===== src/rtl/bus_pair_aligner.sv =====
// bus_pair_aligner: pairs words from two independent buses through per-channel FIFOs,
// with a skew watchdog that flushes a channel that leads the other for too long.
module bpa_fifo #(
  parameter int DATA_W = 16,
  parameter int DEPTH  = 4
) (
  input  logic                     clk,
  input  logic                     rst,
  input  logic                     wr,
  input  logic [DATA_W-1:0]        din,
  input  logic                     pop,
  input  logic                     flush,
  output logic [DATA_W-1:0]        dout,
  output logic [$clog2(DEPTH):0]   cnt
);
  localparam int AW = $clog2(DEPTH);
  localparam int CW = AW + 1;
  logic [DATA_W-1:0] mem [DEPTH];
  logic [AW-1:0] wp, rp;
  always_ff @(posedge clk) if (wr) mem[wp] <= din;
  always_ff @(posedge clk or negedge rst)
    if (!rst) begin
      wp  <= '0;
      rp  <= '0;
      cnt <= '0;
    end else if (flush) begin
      rp  <= wp;
      cnt <= '0;
    end else begin
      wp  <= wp + AW'(wr);
      rp  <= rp + AW'(pop);
      cnt <= cnt + CW'(wr) - CW'(pop);
    end
  assign dout = mem[rp];
endmodule

module bus_pair_aligner #(
  parameter int DATA_W  = 16,
  parameter int DEPTH   = 4,
  parameter int TIMEOUT = 255
) (
  input  logic              clk,
  input  logic              rst,
  input  logic              a_valid,
  input  logic [DATA_W-1:0] a_data,
  input  logic              b_valid,
  input  logic [DATA_W-1:0] b_data,
  output logic              pair_valid,
  output logic [DATA_W-1:0] pair_a,
  output logic [DATA_W-1:0] pair_b,
  input  logic              pair_ready,
  input  logic              clr_err,
  output logic              a_ovf,
  output logic              b_ovf,
  output logic              skew_err
);
  localparam int CW = $clog2(DEPTH) + 1;
  typedef enum logic {ALIGNED, SKEW} state_t;
  state_t state;
  logic [15:0] skew_cnt;
  logic [CW-1:0] a_cnt, b_cnt, a_nxt, b_nxt;
  logic [DATA_W-1:0] a_head, b_head;
  logic a_ne, b_ne, a_full, b_full, pop, flush, fl_a, fl_b, wr_a, wr_b, drop_a, drop_b, nxt_skew;
  assign a_ne       = a_cnt != '0;
  assign b_ne       = b_cnt != '0;
  assign a_full     = a_cnt == CW'(DEPTH);
  assign b_full     = b_cnt == CW'(DEPTH);
  assign pair_valid = a_ne & b_ne;
  assign pair_a     = pair_valid ? a_head : '0;
  assign pair_b     = pair_valid ? b_head : '0;
  assign pop        = pair_valid & pair_ready;
  assign flush      = (state == SKEW) && ({1'b0, skew_cnt} + 17'd1 == 17'(TIMEOUT));
  assign fl_a       = flush & a_ne;
  assign fl_b       = flush & b_ne;
  // a full FIFO still takes a word when the head leaves in the same cycle
  assign wr_a       = a_valid & (~a_full | pop) & ~fl_a;
  assign wr_b       = b_valid & (~b_full | pop) & ~fl_b;
  assign drop_a     = a_valid & a_full & ~pop & ~fl_a;
  assign drop_b     = b_valid & b_full & ~pop & ~fl_b;
  assign a_nxt      = fl_a ? '0 : a_cnt + CW'(wr_a) - CW'(pop);
  assign b_nxt      = fl_b ? '0 : b_cnt + CW'(wr_b) - CW'(pop);
  assign nxt_skew   = (a_nxt != '0) ^ (b_nxt != '0);
  bpa_fifo #(.DATA_W(DATA_W), .DEPTH(DEPTH)) u_a (
    .clk(clk), .rst(rst), .wr(wr_a), .din(a_data), .pop(pop), .flush(fl_a), .dout(a_head), .cnt(a_cnt)
  );
  bpa_fifo #(.DATA_W(DATA_W), .DEPTH(DEPTH)) u_b (
    .clk(clk), .rst(rst), .wr(wr_b), .din(b_data), .pop(pop), .flush(fl_b), .dout(b_head), .cnt(b_cnt)
  );
  always_ff @(posedge clk or negedge rst)
    if (!rst) begin
      state    <= ALIGNED;
      skew_cnt <= '0;
      skew_err <= 1'b0;
      a_ovf    <= 1'b0;
      b_ovf    <= 1'b0;
    end else begin
      a_ovf <= drop_a | (a_ovf & ~clr_err);
      b_ovf <= drop_b | (b_ovf & ~clr_err);
      if (flush) begin
        state    <= ALIGNED;
        skew_cnt <= '0;
        skew_err <= 1'b1;
      end else begin
        state    <= nxt_skew ? SKEW : ALIGNED;
        skew_cnt <= (nxt_skew && state == SKEW) ? skew_cnt + 16'd1 : '0;
        skew_err <= 1'b0;
      end
    end
endmodule


===== config.mk =====
export PLATFORM = sky130hd
export DESIGN_NAME = bus_pair_aligner
export DESIGN_NICKNAME = d
export VERILOG_FILES = /design/src/rtl/bus_pair_aligner.sv
export SDC_FILE = /design/constraint.sdc
export NUM_CORES = 1
export LEC_CHECK = 0
export ABC_CLOCK_PERIOD_IN_PS = 5500
export BUFFER_PORTS_ARGS = -buffer_cell sky130_fd_sc_hd__buf_2
export CAP_MARGIN = 10
export CORE_MARGIN = 1
export CORE_UTILIZATION = 30
export CTS_BUF_LIST = sky130_fd_sc_hd__clkbuf_16
export DETAILED_ROUTE_END_ITERATION = 12
export PLACE_DENSITY = 0.5
export SKIP_CTS_REPAIR_TIMING = 1
export SYNTH_ARGS = -nofsm -noshare
export SYNTH_HDL_FRONTEND = slang
export SYNTH_SLANG_ARGS = --single-unit
export TNS_END_PERCENT = 10

===== constraint.sdc =====
create_clock -name clk -period 5.5 [get_ports clk]
set_clock_uncertainty 0.1 [all_clocks]
set_input_delay 0.275 -clock clk [delete_from_list [all_inputs] [get_ports clk]]
set_output_delay 0.275 -clock clk [all_outputs]
set_load 0.005 [all_outputs]

Word level (Yosys, flattened, before mapping)
Memory sizes are Yosys's and may differ from the RTL's.
Index checks and enable logic that the tools add are counted.

storage, ports and cells
  flip-flop bits (word level) = 34
  RAM bits = 128
  input port bits = 38
  output and inout port bits = 36
  logic and storage cells = 74
  memories = 2

operators by class
  add/sub/neg operators = 10
  equality and inequality tests = 3
  muxes and demuxes = 15
  bitwise gates (word level) = 27
  reductions and logical operators = 6

memory list
  name     depth  width  read ports  clocked after Yosys merged registers in  wr ports  line  source
  u_a.mem  4      16     1           0                                        1         18    logic [DATA_W-1:0] mem [DEPTH];
  u_b.mem  4      16     1           0                                        1         18

operator list
  kind                     number
  $mux W16                 4
  $add A16 B1 Y17 const B  1
  $eq A17 B8 Y1 const B    1
  $add A16 B1 Y16 const B  1
  $and A1 B1 Y1            16
  $reduce_bool A3 Y1       4
  $add A2 B1 Y2            4
  $mux W1                  7
  $add A3 B1 Y3            2
  $eq A3 B3 Y1 const B     2
  $mux W3                  2
  $not A1 Y1               6
  $sub A3 B1 Y3            2
  $mux W2                  2
  $or A1 B1 Y1             4
  $logic_and A1 B1 Y1      2
  $xor A1 B1 Y1            1

Logic depth before layout (Yosys ltp)
Gate-level depths: netlist of the first run.

  word-level depth = 14
  gate-level depth with buffers = 21
  gate-level depth less buffers = 20

Modules after synthesis
From an unflattened synthesis of the first run, not the netlist that was laid out.

unflattened totals
  cells, all modules = 428
  area, all modules = 7069.3 um^2

modules (own cells, without submodules)
  module            instances  cells an instance  area each (um^2)  seq. area each (um^2)
  bpa_fifo          2          119                2726.4            2097.0
  bus_pair_aligner  1          190                1616.6            500.5

Worst setup path before layout of the first run
Ideal clock, no wire load.

  kind = register -> register
  start = register skew_cnt[0]
  end = register skew_cnt[4]
  setup time = 0.073 ns
  arrival time = 3.897 ns
  required time = 5.327 ns
  setup slack = 1.430 ns
  stages on the path, launching flop included = 21
  path buffers = 1
  period minus slack after synthesis = 4.070 ns
  cells stage by stage = dfrtp_1 > ha_1 > nand3_2 > or3_1 > a2111oi_0 > and3_1 > buf_4 > nand3_2 > nand3_2 > ha_1 > inv_1 > ha_1 > inv_1 > fa_1 > xor2_1 > xnor2_1 > and3b_1 > xnor2_1 > a21oi_1 > nand2_1 > nor2_1

on the way
  longest elaborated chain between the ends = 14
  elaborated cells on any way between the ends = 22
  those cells by class = add/sub (6); eq/ne (1); mux (4); bitwise (7); reduce/logical (4)

RTL lines
  element                           line    source
  start, declared                   60      logic [15:0] skew_cnt;
  start signal, assigned            105     skew_cnt <= (nxt_skew && state == SKEW) ? skew_cnt + 16'd1 : '0;
  $add A16 B1 Y17                   72      assign flush = (state == SKEW) && ({1'b0, skew_cnt} + 17'd1 == 17'(TIMEOUT));
  $eq A17 B8 Y1                     72
  $logic_and A1 B1 Y1               72
  $and A1 B1 Y1 (on tied branches)  73, 74
  $not A1 Y1 (on tied branches)     76, 77
  $and A1 B1 Y1 (on tied branches)  76, 77
  $add A3 B1 Y3 (on tied branches)  80, 81
  $sub A3 B1 Y3 (on tied branches)  80, 81
  $mux W3 (on tied branches)        80, 81
  $reduce_bool A3 Y1                82      assign nxt_skew = (a_nxt != '0) ^ (b_nxt != '0);
  $xor A1 B1 Y1                     82
  $logic_and A1 B1 Y1               105
  $mux W16                          105
  $mux W16 (*)                      99      if (flush) begin

Every way passes the cells marked *; elsewhere a longest branch is shown, timed or not.
A chain may end at the register's enable or synchronous reset.

Worst setup path in the final report of the first run
  start = register skew_cnt[0]
  end = register skew_cnt[5]

The elaborated chain is that of the path after synthesis.

==> summary.txt, run 1 <==
Setup path
  • CP cell instances: ha_1, nand3_2, or3_1, a2111oi_0, and3_1, nand3_2, nand3_2, ha_1, inv_1, ha_1, inv_1, fa_1, xor2_1, xnor2_1, and3b_1, xnor2_1, a21oi_1, nand2_1, nor2_1
  • CP Max Fanout: 8
  • Worst setup startpoint: skew_cnt[0]$_DFF_PN0_
  • WP data required: 5750 ps
  • Critical path data arrival time: 5090 ps
  • End of the worst register-to-register path: skew_cnt[5]$_DFF_PN0_
  • Worst Reg-to-Reg Cells: 19
  • Crit-path slowest cell: and3_1
  • R2R Setup Slk: 670 ps
  • CP max stage delay: 480 ps
  • Worst R2R Start: skew_cnt[0]$_DFF_PN0_
  • Setup crit start kind: register
  • CP Class: reg2reg
  • Crit. End Element: register

Clock network
  • # clock sinks: 162
  • # H-tree levels: 4
  • Root Buffer: clkbuf_16
  • CTS tree: done
  • Latest clock arrival within the worst-skew pair: 430 ps
  • CTS Buffer Depth: 2
  • Worst-path clk slew: 70 ps
  • CTS buffer count: 17

Logic synthesis
  • Cell variety after synth: 42
  • Leading area contributor after synthesis: edfxtp_1
  • Most frequent cell after synthesis: edfxtp_1
  • Syn nets: 463
  • Sequential cell area fraction in the yosys report: 68.5%
  • Number of synthesized flops with an enable pin: 128
  • Synth area leaders: edfxtp_1 56%, dfrtp_1 12%, mux4_2 11%
  • Yosys warning count: 0
  • Mean post-synth cell area: 16.6 µm²
  • Async set-reset flop share out of synthesis: 21.0%
  • Area share of the largest cell type after synthesis: 56.0%
  • #FFs+latches synth: 162
  • Top cells by count, synth: 128 x edfxtp_1, 36 x and3_1, 34 x dfrtp_1
  • Area of the mapped netlist: 6860 µm²
  • Top FF cell, synth: edfxtp_1
  • Synth Instances: 413

Place
  • Placed inst area: 7600 µm²
  • Place WS: 645 ps
  • IO buf count: 73
  • RD Place Congestion: 0.768
  • Dpl hpwl: 8870 µm
  • Cell count after placement: 759

Floorplan
  • IO Pins: 74
  • Core area: 22,100 µm²
  • Std-Cell Rows: 54
  • Full die area: 23,500 µm²
  • Die Span Y: 153 µm
  • Initial core utilization: 31.0%
  • Die W: 153 µm

Final layout
  • Layout overhead on the synthesized area: 24.4%
  • Fin area: 8530 µm²
  • Final Core Density: 38.6%
  • Layout Nets: 582
  • Fin cells: 825
  • Share of cells above drive strength 1: 31.6%
  • Antenna diode count: 0

Global route
  • Largest net degree at the start of global routing: 35
  • GRT Util Overall: 12.6%
  • Congestion Overflow GR: 0
  • Initial antenna violation count: 0
  • First-pass GRT wire length: 22,100 µm
  • Vias in the first global route: 3,959

Hold path
  • Hold Path Class: in2reg
  • Worst Hold Path EP: b_ovf$_DFF_PN0_
  • Hold Path Depth: 3
  • Worst Hold Launch: b_valid

STA
  • Final count of hold timing violations: 0
  • Final period util: 87.9%
  • Setup total negative slack: 0 ps
  • Final slew viol count: 0
  • Least-Margin Pin Slew: 948 ps
  • Worst relative slew slack: 36.8%
  • Hold Slack: 20.4 ps
  • Final setup viols: 0
  • Fmax achieved: 207 MHz
  • RSZ-0062 raised after global routing: no
  • Setup WS post-layout: 666 ps
  • Final min period: 4830 ps

Drt
  • Via density: 4.74
  • Initial DRC Count: 204
  • Wirelength, routed: 14,000 µm
  • Vias: 3,913
  • ANT nets after route: 0
  • Wire per inst: 17.0 µm
  • DRC: 0
  • Pre-antenna DRT Iters: 6

Pwr
  • Leakage power: 3.24 nW
  • Pwr per Cell Area: 517 nW/µm²
  • Sequential share of power: 39.9%
  • Combinational power share: 34.0%
  • Total net switching power: 1.45 mW
  • Switch share: 32.8%
  • Power after layout: 4.41 mW
  • Worst VDD drop: 0.219 mV
  • Cell internal power dissipation: 2.96 mW
  • Clock power frac: 26.1%

Job
  • Max_cap viols: 0

Outcome
  • Outcome: completed
[state kept, by name (all words and copies together) (netlist names), 2 cells and up]
signal,cells
u_b.wp,2
u_a.cnt,3
u_b.cnt,3
u_b.mem,64
u_b.rp,2
u_a.mem,64
u_a.rp,2
skew_cnt,16
u_a.wp,2
[power by group through the flow]
| stage | combinational (mW) | clock [mW] | sequential (mW) |
|---|---|---|---|
| final | 1.50 | 1.15 | 1.76 |
| after floorplan | 1.04 | 0 | 1.70 |
| after detailed placement | 1.52 | 0 | 1.79 |
| after global placement | 1.51 | 0 | 1.77 |
| after CTS | 1.53 | 1.19 | 1.76 |
| after global routing | 1.66 | 1.23 | 1.78 |
[cell usage in the layout, fill, tap and decap left out, drive strengths merged, types with 2 or more instances in the layout]
cell type / count
nand4: 3
buf: 85
nor3: 4
a21oi: 4
xor2: 6
clkbuf: 17
or4: 2
and3: 36
o22ai: 2
clkinv: 5
nor3b: 6
fa: 2
a31oi: 2
ha: 10
dfrtp: 34
nand2: 32
nand3: 13
nor2: 28
dlygate4sd3: 34
nor4: 3
and3b: 2
or3: 3
and2: 4
xnor2: 18
mux4: 32
edfxtp: 128
inv: 22
[cells by family (layout without fill, tap and decap cells)]
group / after synthesis / in the layout / share of synthesized area (%)
compound gates: 11 / 11 / 1.42
xor+xnor: 24 / 24 / 3.34
fa+ha+maj: 12 / 12 / 2.41
buf+inv: 32 / 164 / 2.01
flops: 162 / 162 / 68.5
mux: 33 / 33 / 10.7
simple gates: 139 / 139 / 11.7
[how the worst max path moves through the flow]
stage / end / slack [ps]
2_1_floorplan: skew_cnt[4]$_DFF_PN0_ / 1430
3_3_place_gp: skew_cnt[7]$_DFF_PN0_ / 810
3_5_place_dp: skew_cnt[5]$_DFF_PN0_ / 650
4_1_cts: skew_cnt[5]$_DFF_PN0_ / 630
5_1_grt: skew_cnt[5]$_DFF_PN0_ / 60
6_report: skew_cnt[5]$_DFF_PN0_ / 670
[layout make-up]
type,instances,area [µm²]
clock buffer,17,425
clock inverter,15,161
fill,2029,13600
inverter,13,48.8
multi-input combinational,219,2060
sequential,162,4690
tap,280,350
timing repair buffer,119,796
[worst max-delay path: cells and delay by family, from the launching register on]
family,cells,cell delay (ps)
flip-flops,1,430
adder cells (fa/ha/maj),4,980
AND/OR/NAND/NOR,8,2180
XOR/XNOR,3,430
buffers and inverters,2,90
AO/OA/AOI/OAI,2,530
[metal layers]
layer / up-vias / share of wire (%) / GRT usage, %
li1: 1817 / - / -
met1: 2024 / 46 / 15.8
met2: 53 / 49 / 20.8
met3: 19 / 2.2 / 2.95
met4: 0 / 1.8 / 5.48
met5: - / 0 / 0
Power figures use the tool's default switching activity.
==> run 2, diff against run 1 <==
--- a/config.mk
+++ b/config.mk
@@ -6,13 +6,14 @@
 export NUM_CORES = 1
 export LEC_CHECK = 0
 export ABC_CLOCK_PERIOD_IN_PS = 5500
-export BUFFER_PORTS_ARGS = -buffer_cell sky130_fd_sc_hd__buf_2
+export BUFFER_PORTS_ARGS = -buffer_cell sky130_fd_sc_hd__buf_4
 export CAP_MARGIN = 10
 export CORE_MARGIN = 1
-export CORE_UTILIZATION = 30
+export CORE_UTILIZATION = 55
 export CTS_BUF_LIST = sky130_fd_sc_hd__clkbuf_16
+export CTS_CLUSTER_SIZE = 40
 export DETAILED_ROUTE_END_ITERATION = 12
-export PLACE_DENSITY = 0.5
+export PLACE_DENSITY = 0.79
 export SKIP_CTS_REPAIR_TIMING = 1
 export SYNTH_ARGS = -nofsm -noshare
 export SYNTH_HDL_FRONTEND = slang
==> summary.txt, run 2 (synthesized netlist as in run 1, its figures left out) <==
Pwr
  • Power after layout: 4.42 mW (+0.22%)
  • Combinational power share: 34.8% (+0.8 points)
  • Total net switching power: 1.35 mW (-6.6%)
  • Switch share: 30.5% (-2.2 points)
  • Clock power frac: 23.8% (-2.3 points)
  • Pwr per Cell Area: 520 nW/µm² (+0.62%)
  • Sequential share of power: 41.4% (+1.5 points)
  • Worst VDD drop: 0.326 mV (+49%)
  • Cell internal power dissipation: 3.07 mW (+3.6%)
  • Leakage power: 3.27 nW (+0.83%)

STA
  • Final period util: 88.4% (+0.53 points)
  • Setup total negative slack: 0 ps (unchanged)
  • Fmax achieved: 206 MHz (-0.60%)
  • Worst relative slew slack: 28.5% (-8.3 points)
  • Least-Margin Pin Slew: 1070 ps (+125 ps)
  • RSZ-0062 raised after global routing: no
  • Final setup viols: 0 (unchanged)
  • Final min period: 4860 ps (+29.0 ps)
  • Final count of hold timing violations: 0 (unchanged)
  • Final slew viol count: 0 (unchanged)

Place
  • Cell count after placement: 645 (-15%)
  • RD Place Congestion: 0.880 (+15%)
  • Dpl hpwl: 7950 µm (-10%)
  • IO buf count: 73 (unchanged)

Floorplan
  • Die Span Y: 114 µm (-26%)
  • Std-Cell Rows: 40 (-26%)
  • IO Pins: 74 (unchanged)
  • Initial core utilization: 56.9% (+26 points)
  • Die W: 114 µm (-26%)
  • Core area: 12,100 µm² (-45%)
  • Full die area: 12,900 µm² (-45%)

Drt
  • Top layer in use: met4
  • Routed length on met1: 5280 µm (-19%)
  • Via density: 5.49 (+16%)
  • Wire per inst: 18.6 µm (+9.2%)
  • ANT nets after route: 0 (unchanged)
  • Vias: 3,901 (-0.31%)
  • Met3 wire length: 595 µm (+89%)
  • Initial DRC Count: 191 (-6.4%)
  • Pre-antenna DRT Iters: 4 (-2)
  • DRC: 0 (unchanged)
  • DR WL met2: 7040 µm (+1.4%)
  • Wirelength, routed: 13,200 µm (-6.0%)

Clock network
  • CTS Buffer Depth: 2 (unchanged)
  • # clock sinks: 162 (unchanged)
  • # H-tree levels: 4 (unchanged)
  • Worst-path clk slew: 60 ps (about the same)
  • CTS tree: done
  • CTS buffer count: 17 (unchanged)
  • Latest clock arrival within the worst-skew pair: 420 ps (about the same)
  • Root Buffer: clkbuf_16

Final layout
  • Top Registers: u_a.mem x64, u_b.mem x64, skew_cnt x16
  • Antenna diode count: 0 (unchanged)
  • Commonest non-fill, non-tap cell in the layout: edfxtp_1
  • Layout Nets: 580 (-0.34%)
  • Layout overhead on the synthesized area: 23.9%
  • Share of cells above drive strength 1: 30.4% (-1.1 points)
  • Fin cells: 710 (-14%)
  • Most frequent cells in the layout: 128 x edfxtp_1, 83 x buf_4, 36 x and3_1, 34 x dfrtp_1, 34 x dlygate4sd3_1

Setup path
  • R2R Setup Slk: 640 ps (-30 ps)
  • WP data required: 5740 ps (about the same)
  • CP Max Fanout: 8 (unchanged)
  • Crit. End Element: register
  • CP Class: reg2reg
  • Critical path data arrival time: 5100 ps (about the same)
  • Setup crit start kind: register

Outcome
  • Outcome: completed

Global route
  • GRT Util Overall: 21.7% (+9.2 points)
  • Congestion Overflow GR: 0 (unchanged)
  • Initial antenna violation count: 0 (unchanged)
  • Largest net degree at the start of global routing: 35 (unchanged)
  • First-pass GRT wire length: 20,300 µm (-8.2%)
  • Vias in the first global route: 3,954 (-0.13%)

Job
  • Max_cap viols: 0 (unchanged)

Hold path
  • Hold Path Class: in2reg
## run 2: cell count changes in the layout (fill, tap and decap cells not counted)
cell,delta
clkinv_8,-3
clkinv_1,+2
buf_4,+71
clkinv_2,+5
bufinv_16,+1
inv_8,-5
inv_1,+2
inv_6,-3
buf_2,-73
## run 2: critical path, stage by stage (launching register included)
cell       delay (ps)
dfrtp_1           420
ha_1              230
nand3_2           170
or3_1             370
a2111oi_0         400
and3_1            470
nand3_2           250
nand3_2           240
ha_1              260
inv_1              50
ha_1              130
inv_1              60
fa_1              390
xor2_1            160
xnor2_1           180
and3b_1           270
xnor2_1            90
a21oi_1           160
nand2_1           190
nor2_1            180
## run 2: path summary, 6_finish.rpt
path                                        from                endpoint  cells past startpoint
max reg2reg                skew_cnt[0]$_DFF_PN0_   skew_cnt[5]$_DFF_PN0_                     19
max                        skew_cnt[0]$_DFF_PN0_   skew_cnt[5]$_DFF_PN0_                     19
max in group asynchronous                    rst  skew_cnt[12]$_DFF_PN0_                      2
min reg2reg                      b_ovf$_DFF_PN0_         b_ovf$_DFF_PN0_                      2
min                                      b_valid         b_ovf$_DFF_PN0_                      3
min in group asynchronous                    rst   skew_cnt[9]$_DFF_PN0_                      2
## run 2: power by group through the flow
stage / clock (mW) / sequential, mW / combinational [mW]
2_1_floorplan: 0 / 1.70 / 1.04
5_1_grt: 1.11 / 1.87 / 1.66
4_1_cts: 1.06 / 1.84 / 1.53
3_5_place_dp: 0 / 1.86 / 1.52
3_3_place_gp: 0 / 1.84 / 1.47
6_report: 1.05 / 1.83 / 1.54
## run 2: stage by stage
stage	hold WS [ps]	area, µm²	setup slack [ps]	util (%)
3_5_place_dp	148	7630	664	63.3
4_1_cts	-298	8160	623	67.6
5_1_grt	43.5	8500	151	70.5
6_report	36.6	8500	637	70.5
3_3_place_gp	148	7630	932	63.3
2_1_floorplan	-121	6860	1430	-
## run 2: layout make-up
class                      instances  area, µm²
sequential                       162       4690
fill                             769       3560
multi-input combinational        219       2060
timing repair buffer             117        963
clock buffer                      17        425
tap                              168        210
clock inverter                    14        100
inverter                          13       48.8
## run 2: routing by layer
metal	up-vias	GRT usage, %
li1	1806	-
met1	1968	26.0
met2	102	37.2
met3	25	5.79
met4	0	9.74
met5	-	0
